==> src/rtl/sync_fifo_reader.sv <==
// Read-side drain engine for a registered-output sync FIFO.
// Skid buffer absorbs read latency; m_ready never reaches fifo_r_en.
module sync_fifo_reader #(
  parameter int FIFO_data_size = 3,
  parameter int CNT_W          = 8
) (
  input  logic                      clk,
  input  logic                      rst,
  input  logic                      en,
  input  logic                      fifo_empty,
  input  logic [FIFO_data_size-1:0] fifo_data,
  output logic                      fifo_r_en,
  output logic                      m_valid,
  input  logic                      m_ready,
  output logic [FIFO_data_size-1:0] m_data,
  output logic                      busy,
  output logic [CNT_W-1:0]          words_out
);

  logic [FIFO_data_size-1:0] mem [3];
  logic [1:0] wr_ptr;
  logic [1:0] rd_ptr;
  logic [1:0] occ;
  logic       inflight;
  logic       push;
  logic       pop;
  logic [2:0] fill;

  function automatic logic [1:0] nxt(
    input logic [1:0] p
  );
    return (p == 2'd2) ? 2'd0 : p + 2'd1;
  endfunction

  // Reserve a slot for the word still on the FIFO output.
  assign fill      = {1'b0, occ} + {2'b0, inflight};
  assign fifo_r_en = rst & en & ~fifo_empty
                   & (fill < 3'd3);

  assign push    = inflight;
  assign pop     = m_valid & m_ready;
  assign m_valid = (occ != 2'd0);
  assign m_data  = mem[rd_ptr];
  assign busy    = m_valid | inflight;

  always_ff @(posedge clk or negedge rst) begin
    if (!rst) begin
      wr_ptr    <= 2'd0;
      rd_ptr    <= 2'd0;
      occ       <= 2'd0;
      inflight  <= 1'b0;
      words_out <= '0;
    end else begin
      inflight <= fifo_r_en;
      if (push) wr_ptr <= nxt(wr_ptr);
      if (pop) begin
        rd_ptr    <= nxt(rd_ptr);
        words_out <= words_out + CNT_W'(1);
      end
      unique case ({push, pop})
        2'b10:   occ <= occ + 2'd1;
        2'b01:   occ <= occ - 2'd1;
        default: occ <= occ;
      endcase
    end
  end

  always_ff @(posedge clk) begin
    if (push) mem[wr_ptr] <= fifo_data;
  end

endmodule

==> config.mk <==
export PLATFORM = sky130hd
export DESIGN_NAME = sync_fifo_reader
export DESIGN_NICKNAME = d
export VERILOG_FILES = /design/src/rtl/sync_fifo_reader.sv
export SDC_FILE = /design/constraint.sdc
export NUM_CORES = 1
export LEC_CHECK = 0
export CELL_PAD_IN_SITES_DETAIL_PLACEMENT = 1
export CELL_PAD_IN_SITES_GLOBAL_PLACEMENT = 1
export CORE_MARGIN = 2
export CORE_UTILIZATION = 39
export CTS_CLUSTER_SIZE = 28
export DETAILED_ROUTE_END_ITERATION = 6
export PLACE_DENSITY = 0.88
export SLEW_MARGIN = 20
export SYNTH_ARGS = -nofsm -noshare
export SYNTH_HDL_FRONTEND = slang
export SYNTH_SLANG_ARGS = --single-unit
==> constraint.sdc <==
create_clock -name clk -period 2 [get_ports clk]
set_input_delay 0.4 -clock clk [delete_from_list [all_inputs] [get_ports clk]]
set_output_delay 0.4 -clock clk [all_outputs]
set_load 0.01 [all_outputs]
==> impl_metrics.json <==
{
  "ys_seq_area_share_pct": 63.16,
  "pwr-share-comb_pct": 43.9,
  "yosys.area.top_type_share_pct": 36.72,
  "first_iter_violations": 5,
  "yosys_warnings": 0,
  "netSwitchingFraction_pct": 35.09,
  "cap_violations": 0,
  "root_buffer": "clkbuf_4",
  "cts.path.max_buffers": 2,
  "r2r_slack_ns": 0.35,
  "dp.cells": 135,
  "power_frac_clock_pct": 12.0,
  "cts.sinks": 24,
  "num_vias": 708,
  "fillCellCount": 264,
  "holdWs_ns": 0.4345,
  "core_um2": 2477,
  "drt-total-wl_um": 1961,
  "numCtsBuffers": 3,
  "synth_area_leaders": "dfrtp_1 (37%), edfxtp_1 (26%), xnor2_1 (5.1%)",
  "tightestPinTransition_ns": 0.5659,
  "gr-usage-all-layers_pct": 15.54,
  "grt-ovfl-total": 0,
  "cp-endpoint": "fifo_r_en",
  "antenna_found_initial": 0,
  "synth_area_um2": 1022,
  "r2r_cells": 6,
  "synth_nets": 93,
  "setup_violations": 1,
  "ir_worst_vdd_mv": 0.7456,
  "status": "complete, but fails checks",
  "die_w_um": 55.20,
  "grt_max_degree": 16,
  "worst-path-max-fanout": 2,
  "drive_above_1_share_pct": 18.58,
  "nets": 126,
  "reg2reg_to": "occ[1]",
  "grt_pass1_wl_um": 3167,
  "dp_slack_ns": -0.3941,
  "synthArstFlopShare_pct": 62.50,
  "syn_inst": 81,
  "intPower_w": 0.001167,
  "ys_types": 22,
  "dpl.hpwl_um": 1442,
  "final.min_clock_period_ns": 2.013,
  "firstDrtPassIters": 3,
  "r2r-start": "occ[0]",
  "rsz0062_at_grt": "yes",
  "die-area_um2": 3046,
  "cts_hold_buf": 0,
  "ant_nets": 0,
  "worstSkewPairLatency_ns": 0.31,
  "grt_pass1_vias": 656,
  "finClkSkew_ns": 0.001806,
  "power.switching_w": 0.0006308,
  "start_util_pct": 41.26,
  "antenna_cells": 0,
  "routabilityCongestion": 0.6603,
  "synth_area_leader_cell": "dfrtp_1",
  "via_per_inst": 4.951,
  "power_leakage_nw": 0.5929,
  "critical_path_arrival_ns": 1.61,
  "ioPinCount": 22,
  "stdcell_count": 143,
  "portBuffers": 21,
  "slew_viol_final": 0,
  "synth.ff_latch_count": 24,
  "period_share_pct": 100.6,
  "fin_util_pct": 55.91,
  "cp-startpoint": "inflight",
  "fmax_ghz": 0.4968,
  "fp.dieH_um": 55.20,
  "syn_area_per_cell_um2": 12.62,
  "syn2layout_area_growth_pct": 35.50,
  "drc_errors": 0,
  "power_w": 0.001798,
  "seq_power_share_pct": 44.2,
  "htreeDepth": 1,
  "ys.flop_type": "dfrtp_1",
  "hp-class": "in -> async",
  "cp-start-kind": "flop",
  "max_slew_margin_pct": 61.99,
  "clk_pin_slew_ns": 0.12,
  "rows": 18,
  "cts_tree": "yes",
  "detail_route.wl_per_cell_um": 13.71,
  "path_class": "reg -> out",
  "finalWorstSetupSlack_ns": -0.01297,
  "hold_viol": 0,
  "synth_edf_count": 9,
  "cp.required_ns": 1.60,
  "violations": "negative setup slack",
  "power.density_nw_per_um2": 1298,
  "critPathCaptureType": "primary output"
}
[cells in the mapped netlist (all sizes together), types with 3 or more instances]
library cell / number
nand2: 12
xor2: 4
mux2i: 3
inv: 3
edfxtp: 9
dfrtp: 15
xnor2: 6
nand4: 3
o21ai: 6
ha: 4
nor3: 3
nor2: 3
[what timing repair did]
action | in CTS | in global routing
pin swaps | 2 | 0
resized for setup | 16 | 3
setup buffers | 3 | 1
endpoints found under the setup margin | 6 | 2
gates cloned | 0 | 0
[kinds of logic after synthesis]
kind of cell	synth area share (%)
fa+ha+maj	4.896
flops	63.16
mux	2.938
buf+inv	1.591
simple gates	12.49
compound gates	6.365
xor+xnor	8.568
[cell type report]
| class | instances | area [um^2] | share of cell area, % |
|---|---|---|---|
| flip-flops and latches | 24 | 646.9 | 46.70 |
| multi-input cells | 53 | 397.9 | 28.73 |
| repair buffers | 29 | 265.3 | 19.15 |
| well taps | 30 | 37.54 | 2.710 |
| clock buffers | 4 | 26.28 | 1.897 |
| inverters | 3 | 11.26 | 0.8130 |
[state kept, by name, indices dropped and copies added (netlist names)]
signal	cells
wr_ptr	2
rd_ptr	2
words_out	8
inflight	1
mem	9
occ	2
[stage by stage]
| stage | setup TNS (ns) | instance area (um^2) |
|---|---|---|
| 3_3_place_gp | -0.3515 | 1296 |
| 6_report | -0.01297 | 1385 |
| 3_5_place_dp | -0.3941 | 1296 |
| 2_1_floorplan | 0 | 1023 |
| 5_1_grt | -0.1130 | 1385 |
| 4_1_cts | -0.03296 | 1365 |
[worst min path at each step]
stage	slack [ns]	cells after the start	start	to
final	0.43	2	rst	words_out[0]
after CTS	0.45	2	rst	occ[0]
after global routing	0.45	2	rst	occ[0]
after floorplan	0.10	0	rst	inflight
after detailed placement	0.46	1	words_out[7]	words_out[7]
after global placement	0.46	1	words_out[7]	words_out[7]
[power groups by stage]
stage | logic, W | clock network, W | registers (W)
5_1_grt | 0.000876 | 0.000255 | 0.000816
2_1_floorplan | 0.000340 | 0 | 0.000814
6_report | 0.000789 | 0.000215 | 0.000794
3_3_place_gp | 0.000694 | 0 | 0.000797
3_5_place_dp | 0.000714 | 0 | 0.000814
4_1_cts | 0.000785 | 0.000228 | 0.000795
[placed cells by master (no fill, tap or decap), drive strengths merged]
master	n
nor3b	1
and3	1
inv	3
a21o	2
clkdlybuf4s50	15
nand4	3
nand2	12
xor2	4
ha	4
dlymetal6s2s	1
nand3	2
edfxtp	9
a2111oi	1
nor2	3
dfrtp	15
or3	1
xnor2	6
nor3	3
clkbuf	4
mux2i	3
dlygate4sd2	3
or2	1
o21ai	6
buf	10
[critical path, stage by stage, from the launching register on]
cell	delay, ns
dfrtp_1	0.41
ha_2	0.20
ha_4	0.22
a2111oi_4	0.30
buf_2	0.19
[metal layers]
layer | part of all wire, % | global-route usage (%) | up-vias | wire length, um
li1 | - | - | 345 | -
met3 | 3.7 | 2.419 | 4 | 72
met4 | 2.7 | 10.98 | 0 | 53
met1 | 43 | 20.69 | 344 | 844
met2 | 51 | 23.02 | 15 | 991
met5 | 0 | 0 | - | 0
Note: power is estimated with default switching activity, not from simulation.
